==> config.mk <==
export PLATFORM = sky130hd
export DESIGN_NAME = seq_div_signed
export DESIGN_NICKNAME = d
export VERILOG_FILES = /design/src/rtl/seq_div_signed.sv
export SDC_FILE = /design/constraint.sdc
export NUM_CORES = 1
export LEC_CHECK = 0
export ABC_AREA = 1
export BUFFER_PORTS_ARGS = -buffer_cell sky130_fd_sc_hd__buf_4
export CAP_MARGIN = 10
export CELL_PAD_IN_SITES_DETAIL_PLACEMENT = 0
export CELL_PAD_IN_SITES_GLOBAL_PLACEMENT = 1
export CORE_ASPECT_RATIO = 0.5
export CORE_MARGIN = 2
export CORE_UTILIZATION = 28
export CTS_CLUSTER_DIAMETER = 60
export DETAILED_ROUTE_END_ITERATION = 16
export GPL_TIMING_DRIVEN = 0
export PLACE_DENSITY = 0.7
export SLEW_MARGIN = 5
export SYNTH_ARGS = -nofsm -noshare
export SYNTH_HDL_FRONTEND = slang
export SYNTH_SLANG_ARGS = --single-unit
export TNS_END_PERCENT = 50
==> constraint.sdc <==
create_clock -name clk -period 1.8 [get_ports clk]
set_clock_uncertainty 0.2 [all_clocks]
set_input_delay 0.09 -clock clk [delete_from_list [all_inputs] [get_ports clk]]
set_output_delay 0.09 -clock clk [all_outputs]
set_load 0.02 [all_outputs]
==> src/rtl/seq_div_signed.sv <==
// Multi-cycle restoring divider, signed or unsigned per operation.
// One shift-and-subtract step per clock; quotient, remainder and flags are registered.
module seq_div_signed #(
  parameter int WIDTH = 8
) (
  input  logic             clk,
  input  logic             rst,
  input  logic             start,
  input  logic             sgn,
  input  logic [WIDTH-1:0] A_in,
  input  logic [WIDTH-1:0] B_in,
  output logic [WIDTH-1:0] Q_out,
  output logic [WIDTH-1:0] R_out,
  output logic             busy,
  output logic             done,
  output logic             div_zero,
  output logic             overflow,
  output logic             neg
);

  // Handshake: start is accepted only while busy=0 (IDLE or DONE), which captures
  // sgn/A_in/B_in; done pulses for exactly one cycle when Q_out/R_out/flags are valid.

  localparam int CW = (WIDTH > 2) ? $clog2(WIDTH) : 1;
  localparam logic [CW-1:0] LAST_STEP = CW'(WIDTH - 1);
  localparam logic [WIDTH-1:0] MOST_NEG = {1'b1, {(WIDTH-1){1'b0}}};

  typedef enum logic [2:0] {
    S_IDLE,
    S_CALC,
    S_FIX,
    S_ZERO,
    S_DONE
  } state_t;

  state_t           state_q, state_d;
  logic [CW-1:0]    cnt_q, cnt_d;
  logic [WIDTH-1:0] dvd_q, dvd_d;
  logic [WIDTH-1:0] dsr_q, dsr_d;
  logic [WIDTH-1:0] rem_q, rem_d;
  logic             sgn_q, sgn_d;
  logic [WIDTH-1:0] a_q, a_d;
  logic [WIDTH-1:0] b_q, b_d;
  logic [WIDTH-1:0] q_q, q_d;
  logic [WIDTH-1:0] r_q, r_d;
  logic             busy_q, busy_d;
  logic             done_q, done_d;
  logic             dz_q, dz_d;
  logic             ovf_q, ovf_d;
  logic             neg_q, neg_d;

  logic [WIDTH:0]   rem_sh;
  logic [WIDTH-1:0] diff;
  logic             fits;
  logic [WIDTH-1:0] q_fix;
  logic [WIDTH-1:0] r_fix;

  function automatic logic [WIDTH-1:0] mag(input logic [WIDTH-1:0] v, input logic s);
    return (s && v[WIDTH-1]) ? -v : v;
  endfunction

  // Partial remainder before the shift is always below the divisor, so W bits
  // hold it; the shifted value needs W+1 bits but the difference fits back in W.
  always_comb begin
    rem_sh = {rem_q, dvd_q[WIDTH-1]};
    fits   = (rem_sh >= {1'b0, dsr_q});
    diff   = rem_sh[WIDTH-1:0] - dsr_q;
    q_fix  = (sgn_q && (a_q[WIDTH-1] ^ b_q[WIDTH-1])) ? -dvd_q : dvd_q;
    r_fix  = (sgn_q && a_q[WIDTH-1]) ? -rem_q : rem_q;
  end

  always_comb begin
    state_d = state_q;
    cnt_d   = cnt_q;
    dvd_d   = dvd_q;
    dsr_d   = dsr_q;
    rem_d   = rem_q;
    sgn_d   = sgn_q;
    a_d     = a_q;
    b_d     = b_q;
    q_d     = q_q;
    r_d     = r_q;
    busy_d  = busy_q;
    done_d  = 1'b0;
    dz_d    = dz_q;
    ovf_d   = ovf_q;
    neg_d   = neg_q;

    case (state_q)
      S_IDLE, S_DONE: begin
        state_d = S_IDLE;
        if (start) begin
          sgn_d   = sgn;
          a_d     = A_in;
          b_d     = B_in;
          dvd_d   = mag(A_in, sgn);
          dsr_d   = mag(B_in, sgn);
          rem_d   = '0;
          cnt_d   = '0;
          busy_d  = 1'b1;
          dz_d    = 1'b0;
          ovf_d   = 1'b0;
          neg_d   = 1'b0;
          state_d = (B_in == '0) ? S_ZERO : S_CALC;
        end
      end
      S_CALC: begin
        if (fits) begin
          rem_d = diff;
          dvd_d = {dvd_q[WIDTH-2:0], 1'b1};
        end else begin
          rem_d = rem_sh[WIDTH-1:0];
          dvd_d = {dvd_q[WIDTH-2:0], 1'b0};
        end
        cnt_d = cnt_q + CW'(1);
        if (cnt_q == LAST_STEP) state_d = S_FIX;
      end
      S_FIX: begin
        q_d     = q_fix;
        r_d     = r_fix;
        ovf_d   = sgn_q && (a_q == MOST_NEG) && (b_q == '1);
        neg_d   = sgn_q && q_fix[WIDTH-1];
        busy_d  = 1'b0;
        done_d  = 1'b1;
        state_d = S_DONE;
      end
      S_ZERO: begin
        q_d     = '1;
        r_d     = a_q;
        dz_d    = 1'b1;
        neg_d   = sgn_q;
        busy_d  = 1'b0;
        done_d  = 1'b1;
        state_d = S_DONE;
      end
      default: state_d = S_IDLE;
    endcase
  end

  always_ff @(posedge clk) begin
    if (rst) begin
      state_q <= S_IDLE;
      cnt_q   <= '0;
      dvd_q   <= '0;
      dsr_q   <= '0;
      rem_q   <= '0;
      sgn_q   <= 1'b0;
      a_q     <= '0;
      b_q     <= '0;
      q_q     <= '0;
      r_q     <= '0;
      busy_q  <= 1'b0;
      done_q  <= 1'b0;
      dz_q    <= 1'b0;
      ovf_q   <= 1'b0;
      neg_q   <= 1'b0;
    end else begin
      state_q <= state_d;
      cnt_q   <= cnt_d;
      dvd_q   <= dvd_d;
      dsr_q   <= dsr_d;
      rem_q   <= rem_d;
      sgn_q   <= sgn_d;
      a_q     <= a_d;
      b_q     <= b_d;
      q_q     <= q_d;
      r_q     <= r_d;
      busy_q  <= busy_d;
      done_q  <= done_d;
      dz_q    <= dz_d;
      ovf_q   <= ovf_d;
      neg_q   <= neg_d;
    end
  end

  assign Q_out    = q_q;
  assign R_out    = r_q;
  assign busy     = busy_q;
  assign done     = done_q;
  assign div_zero = dz_q;
  assign overflow = ovf_q;
  assign neg      = neg_q;

endmodule

* Word level (Yosys, flattened, before mapping)
Cells that the tools add are included. W data, S select, Z words.
Storage, ports and cells: output and inout bits 21, flip-flop bits (word level) 68
Operators by class: add/subtract/negate cells 6, equal/unequal tests 9, muxes and demuxes 25, bitwise operators 1, reduce and logical (&&, ||, !) cells 23, $lt $le $gt $ge 1
Operators with widths (number):
- $pmux W8 S2 | 4
- $mux W8 | 7
- $neg A8 Y8 | 4
- $eq A8 B8 Y1 const B | 2
- $reduce_and A2 Y1 | 6
- $reduce_bool A2 Y1 | 5
- $ge A9 B8 Y1 | 1
- $pmux W3 S3 | 1
- $logic_not A8 Y1 | 1
- $sub A8 B8 Y8 | 1
- $logic_and A1 B1 Y1 | 7
- $eq A3 B2 Y1 const B | 2
- $eq A3 B3 Y1 const B | 2
- $mux W3 | 2
- $pmux W1 S2 | 3
- $pmux W3 S2 | 1
- $mux W1 | 4
- $mux W2 | 2
- $ne A2 B2 Y1 const B | 2
- $reduce_or A2 Y1 | 2
- $add A3 B1 Y3 const B | 1
- $eq A3 B1 Y1 const B | 1
- $logic_not A3 Y1 | 1
- $pmux W1 S3 | 1
- other kinds (2) | 2

* Logic depth before layout (Yosys ltp)
word-level depth 5, mapped depth 13

* Least setup slack after synthesis
No wires, ideal clock.
kind reg2reg, start point register dvd_q[7], end point register rem_q[6], slack -18 ps, data arrival time 1547 ps, setup time 70 ps, stages on the path, launching flop included 14, clock period less this slack 1818 ps, cell sequence dfxtp_1 -> inv_1 -> ha_1 -> inv_1 -> fa_1 -> nand3_1 -> nand2_1 -> nand2_1 -> nand2_1 -> nand2_1 -> nand2_1 -> nand2_1 -> nand3_1 -> a21oi_1
Between the ends: cells in the longest elaborated chain, start to end 3, elaborated cells between the ends (all ways) 4, classes of those cells add/sub: 1; order compare: 1; mux: 2
RTL lines:
- start: declaration | line 38 | logic [WIDTH-1:0] dvd_q, dvd_d;
- start signal: assignment | line 160 | dvd_q <= dvd_d;
- $sub A8 B8 Y8 or $ge A9 B8 Y1 (tied branches) | line 67, 66
- $mux W8 * | line 108 | if (fits) begin
- $pmux W8 S2 * | line 89 | case (state_q)
- end signal: assignment | line 162 | rem_q <= rem_d;
- end: declaration | line 40 | logic [WIDTH-1:0] rem_q, rem_d;
Every way passes the cells marked *; elsewhere a longest branch is shown, timed or not. A chain may end at the register's enable or synchronous reset.

* Worst setup path in the final report
Ends and elaborated chain as after synthesis.

==> impl_metrics.sql <==
INSERT INTO impl_metrics (metric_group, metric, value, unit) VALUES
('clocking', 'worst_setup_hold_path_clk_slew', '60', 'ps'),
('setup_path', 'cp-start-kind', 'flip-flop', ''),
('global_routing', 'grt_start_max_net_pins', '12', ''),
('clocking', 'numClockSinks', '67', ''),
('sta', 'finalSetupTns', '-84.9', 'ps'),
('setup_path', 'regToRegStartpoint', 'dvd_q[7]$_SDFFE_PP0P_', ''),
('layout', 'num_antenna_cells', '0', ''),
('logic_synthesis', 'synth-warning-count', '0', ''),
('logic_synthesis', 'synthesis.area', '3730', 'um^2'),
('floorplanning', 'coreArea', '12800', 'um^2'),
('power', 'p_leak', '0.00223', 'uW'),
('sta', 'slew-limit-headroom', '0.488', ''),
('clocking', 'tritoncts_clock_tree', 'yes', ''),
('route', 'detailroute.via_count', '3799', ''),
('power', 'cell_internal_pwr', '4490', 'uW'),
('global_routing', 'antenna_violations_before_repair', '0', ''),
('layout', 'design_area', '5140', 'um^2'),
('setup_path', 'timing.reg2reg.setup_slack', '-70', 'ps'),
('setup_path', 'critical_path.endpoint_type', 'flip-flop', ''),
('setup_path', 'worst_r2r_path_depth', '13', ''),
('sta', 'finalHoldWorstSlack', '82.2', 'ps'),
('logic_synthesis', 'postSynthCellCount', '535', ''),
('sta', 'clock.fmax', '0.534', 'GHz'),
('power', 'power_density', '1500', 'nW/um^2'),
('job', 'maxcap_violations', '0', ''),
('min_path', 'hp-class', 'input port to flip-flop', ''),
('place', 'post_dp_cell_area', '4250', 'um^2'),
('floorplanning', 'dieArea', '14300', 'um^2'),
('clocking', 'cts.htree.levels', '3', ''),
('clocking', 'cts_made_buffers', '9', ''),
('sta', 'layout_setup_ws', '-71.9', 'ps'),
('floorplanning', 'die_height', '85.7', 'um'),
('logic_synthesis', 'synth.avg_cell_area', '6.98', 'um^2'),
('clocking', 'clock_root_buffer', 'sky130_fd_sc_hd__clkbuf_16', ''),
('floorplanning', 'initial_core_util', '0.291', ''),
('sta', 'drv_slew', '0', ''),
('route', 'firstDrtPassIters', '4', ''),
('sta', 'final.period_utilization', '1.04', ''),
('global_routing', 'first_pass_grt_wire_length', '19.4', 'mm'),
('power', 'design_power_total', '7700', 'uW'),
('power', 'switchingPower', '3200', 'uW'),
('sta', 'setup_viols_final', '4', ''),
('global_routing', 'grt_util_all_layers', '0.172', ''),
('sta', 'timing.final.hold_violations', '0', ''),
('layout', 'num-fill-cells', '1353', ''),
('layout', 'share_of_final_layout_standard_cells_stronger_than_drive_strength_1', '0.267', ''),
('logic_synthesis', 'synth.lib_cells_used.distinct', '36', ''),
('global_routing', 'overflow', '0', ''),
('place', 'dp.final_hpwl', '8.78', 'mm'),
('sta', 'grt_setup_unrepaired', 'true', ''),
('logic_synthesis', 'synth.yosys.seq_area_share', '0.359', ''),
('route', 'drtIter0Drc', '171', ''),
('power', 'ir_worst_vdd', '0.000627', 'V'),
('route', 'totalWireLength', '12.1', 'mm'),
('layout', 'final_cell_mix', '105 x sky130_fd_sc_hd__nand2_1, 60 x sky130_fd_sc_hd__inv_1, 56 x sky130_fd_sc_hd__dfxtp_1, 48 x sky130_fd_sc_hd__buf_4, 38 x sky130_fd_sc_hd__a21oi_1', ''),
('status', 'violations', 'negative setup slack', ''),
('place', 'pre_cts_ws', '-285', 'ps'),
('clocking', 'clock_latency_at_the_later_pin_of_the_worst_skew_pair', '330', 'ps'),
('setup_path', 'r2r-end', 'rem_q[6]$_SDFFE_PP0P_', ''),
('power', 'part_of_the_power_in_the_clock_network', '0.238', ''),
('clocking', 'cts_max_path_buffers', '2', ''),
('layout', 'mostFrequentLayoutCell', 'sky130_fd_sc_hd__nand2_1', ''),
('route', 'drc', '0', ''),
('setup_path', 'path_max_fanout', '2', ''),
('setup_path', 'cp_data_required_time', '1860', 'ps'),
('status', 'outcome', 'complete, but fails checks', ''),
('min_path', 'timing.hold.worst.start', 'A_in[1]', ''),
('route', 'postRouteAntennaNets', '0', ''),
('power', 'swShare', '0.416', ''),
('logic_synthesis', 'mappedNetlistNets', '570', ''),
('global_routing', 'via_count_of_the_first_global_routing_pass', '3707', '');
-- worst max-delay path by stage --
stage / startpoint / endpoint / slack (ps) / depth (start not counted)
floorplan: dvd_q[7]$_SDFFE_PP0P_ / rem_q[6]$_SDFFE_PP0P_ / 30 / 13
global placement: dvd_q[7]$_SDFFE_PP0P_ / rem_q[6]$_SDFFE_PP0P_ / -290 / 13
detailed placement: dvd_q[7]$_SDFFE_PP0P_ / rem_q[6]$_SDFFE_PP0P_ / -280 / 13
CTS: dvd_q[7]$_SDFFE_PP0P_ / rem_q[6]$_SDFFE_PP0P_ / -100 / 13
global route: dvd_q[7]$_SDFFE_PP0P_ / rem_q[6]$_SDFFE_PP0P_ / -190 / 13
finish: dvd_q[7]$_SDFFE_PP0P_ / rem_q[6]$_SDFFE_PP0P_ / -70 / 13
-- sequential cells by signal, summed over array words and instances (netlist names) --
register and cells:
rem_q 8, dvd_q 8, a_q 8, b_q 7
dsr_q 8, state_q 3, cnt_q 3, sgn_q 1
done 1, Q_out 8, div_zero 1, R_out 8
neg 1, overflow 1, busy 1
-- critical path, stage by stage, from the launching register on --
cell and delay [ps]:
sky130_fd_sc_hd__dfxtp_4 350, sky130_fd_sc_hd__inv_4 70, sky130_fd_sc_hd__ha_4 150, sky130_fd_sc_hd__inv_6 30, sky130_fd_sc_hd__fa_2 340, sky130_fd_sc_hd__nand3_2 80
sky130_fd_sc_hd__nand2_2 70, sky130_fd_sc_hd__nand2_2 80, sky130_fd_sc_hd__nand2_1 50, sky130_fd_sc_hd__nand2_1 70, sky130_fd_sc_hd__nand2_1 60, sky130_fd_sc_hd__nand2_1 80
sky130_fd_sc_hd__nand3_2 70, sky130_fd_sc_hd__a21oi_2 100
-- cells by family after synthesis --
group           count (synthesis)  synth area share
xor+xnor                        9            0.0211
buf+inv                        92            0.0988
flops                          67             0.359
simple gates                  242             0.304
fa+ha+maj                      15            0.0523
compound gates                110             0.165
-- cell usage after synthesis, drive strengths merged --
cell | count | share of area
and2 | 1 | 0.0023
ha | 14 | 0.047
nand2 | 121 | 0.12
dfxtp | 67 | 0.36
buf | 9 | 0.015
o211ai | 6 | 0.012
clkbuf | 9 | 0.0090
o22ai | 4 | 0.0067
nor2 | 38 | 0.040
xor2 | 7 | 0.016
nand3 | 57 | 0.096
o21ai | 38 | 0.051
inv | 72 | 0.072
a221oi | 1 | 0.0023
a31oi | 13 | 0.022
clkinv | 2 | 0.0020
nand4 | 4 | 0.0084
nor3 | 14 | 0.023
a21oi | 45 | 0.064
xnor2 | 2 | 0.0047
nand3b | 2 | 0.0040
fa | 1 | 0.0054
or2 | 3 | 0.0050
o221ai | 3 | 0.0070
nor4 | 2 | 0.0033
-- per-layer routing --
layer / track usage / routed length [um] / up-vias / part of all wire
met5: 0 / 0 / - / 0
met4: 0.0348 / 82 / 0 / 0.0068
met3: 0.0355 / 498 / 7 / 0.041
met2: 0.289 / 5470 / 64 / 0.45
met1: 0.232 / 6020 / 1790 / 0.50
li1: - / - / 1938 / -
-- power by group through the flow --
stage	Clock [uW]	Combinational, uW	Sequential (uW)
6_report	1830	3970	1890
5_1_grt	1930	4440	1910
4_1_cts	1870	3440	1870
3_5_place_dp	0	2990	1870
3_3_place_gp	0	2990	1860
2_1_floorplan	0	2360	1830
-- per-stage QoR --
step / util / std cells
CTS: 0.383 / 784
floorplan: - / 535
global placement: 0.331 / 745
global route: 0.400 / 788
detailed placement: 0.331 / 745
finish: 0.400 / 788
-- timing repair --
item,CTS,global route
hold buffers,18,0
cloned,1,0
gates resized for setup,29,56
endpoints found under the setup margin,9,28
endpoints found under the hold margin,31,0
pin swaps,7,33
buffers inserted,5,5
-- area by class of cell --
class / instances / area [um^2] / area share
plain buffers: 17 / 85.1 / 0.0165
clock buffers: 10 / 229 / 0.0445
clock inverters: 5 / 78.8 / 0.0153
inverters: 74 / 289 / 0.0562
multi-input cells: 377 / 2330 / 0.453
flip-flops and latches: 67 / 1360 / 0.264
well taps: 170 / 213 / 0.0414
repair buffers: 68 / 563 / 0.109
Power figures use the tool's default switching activity.
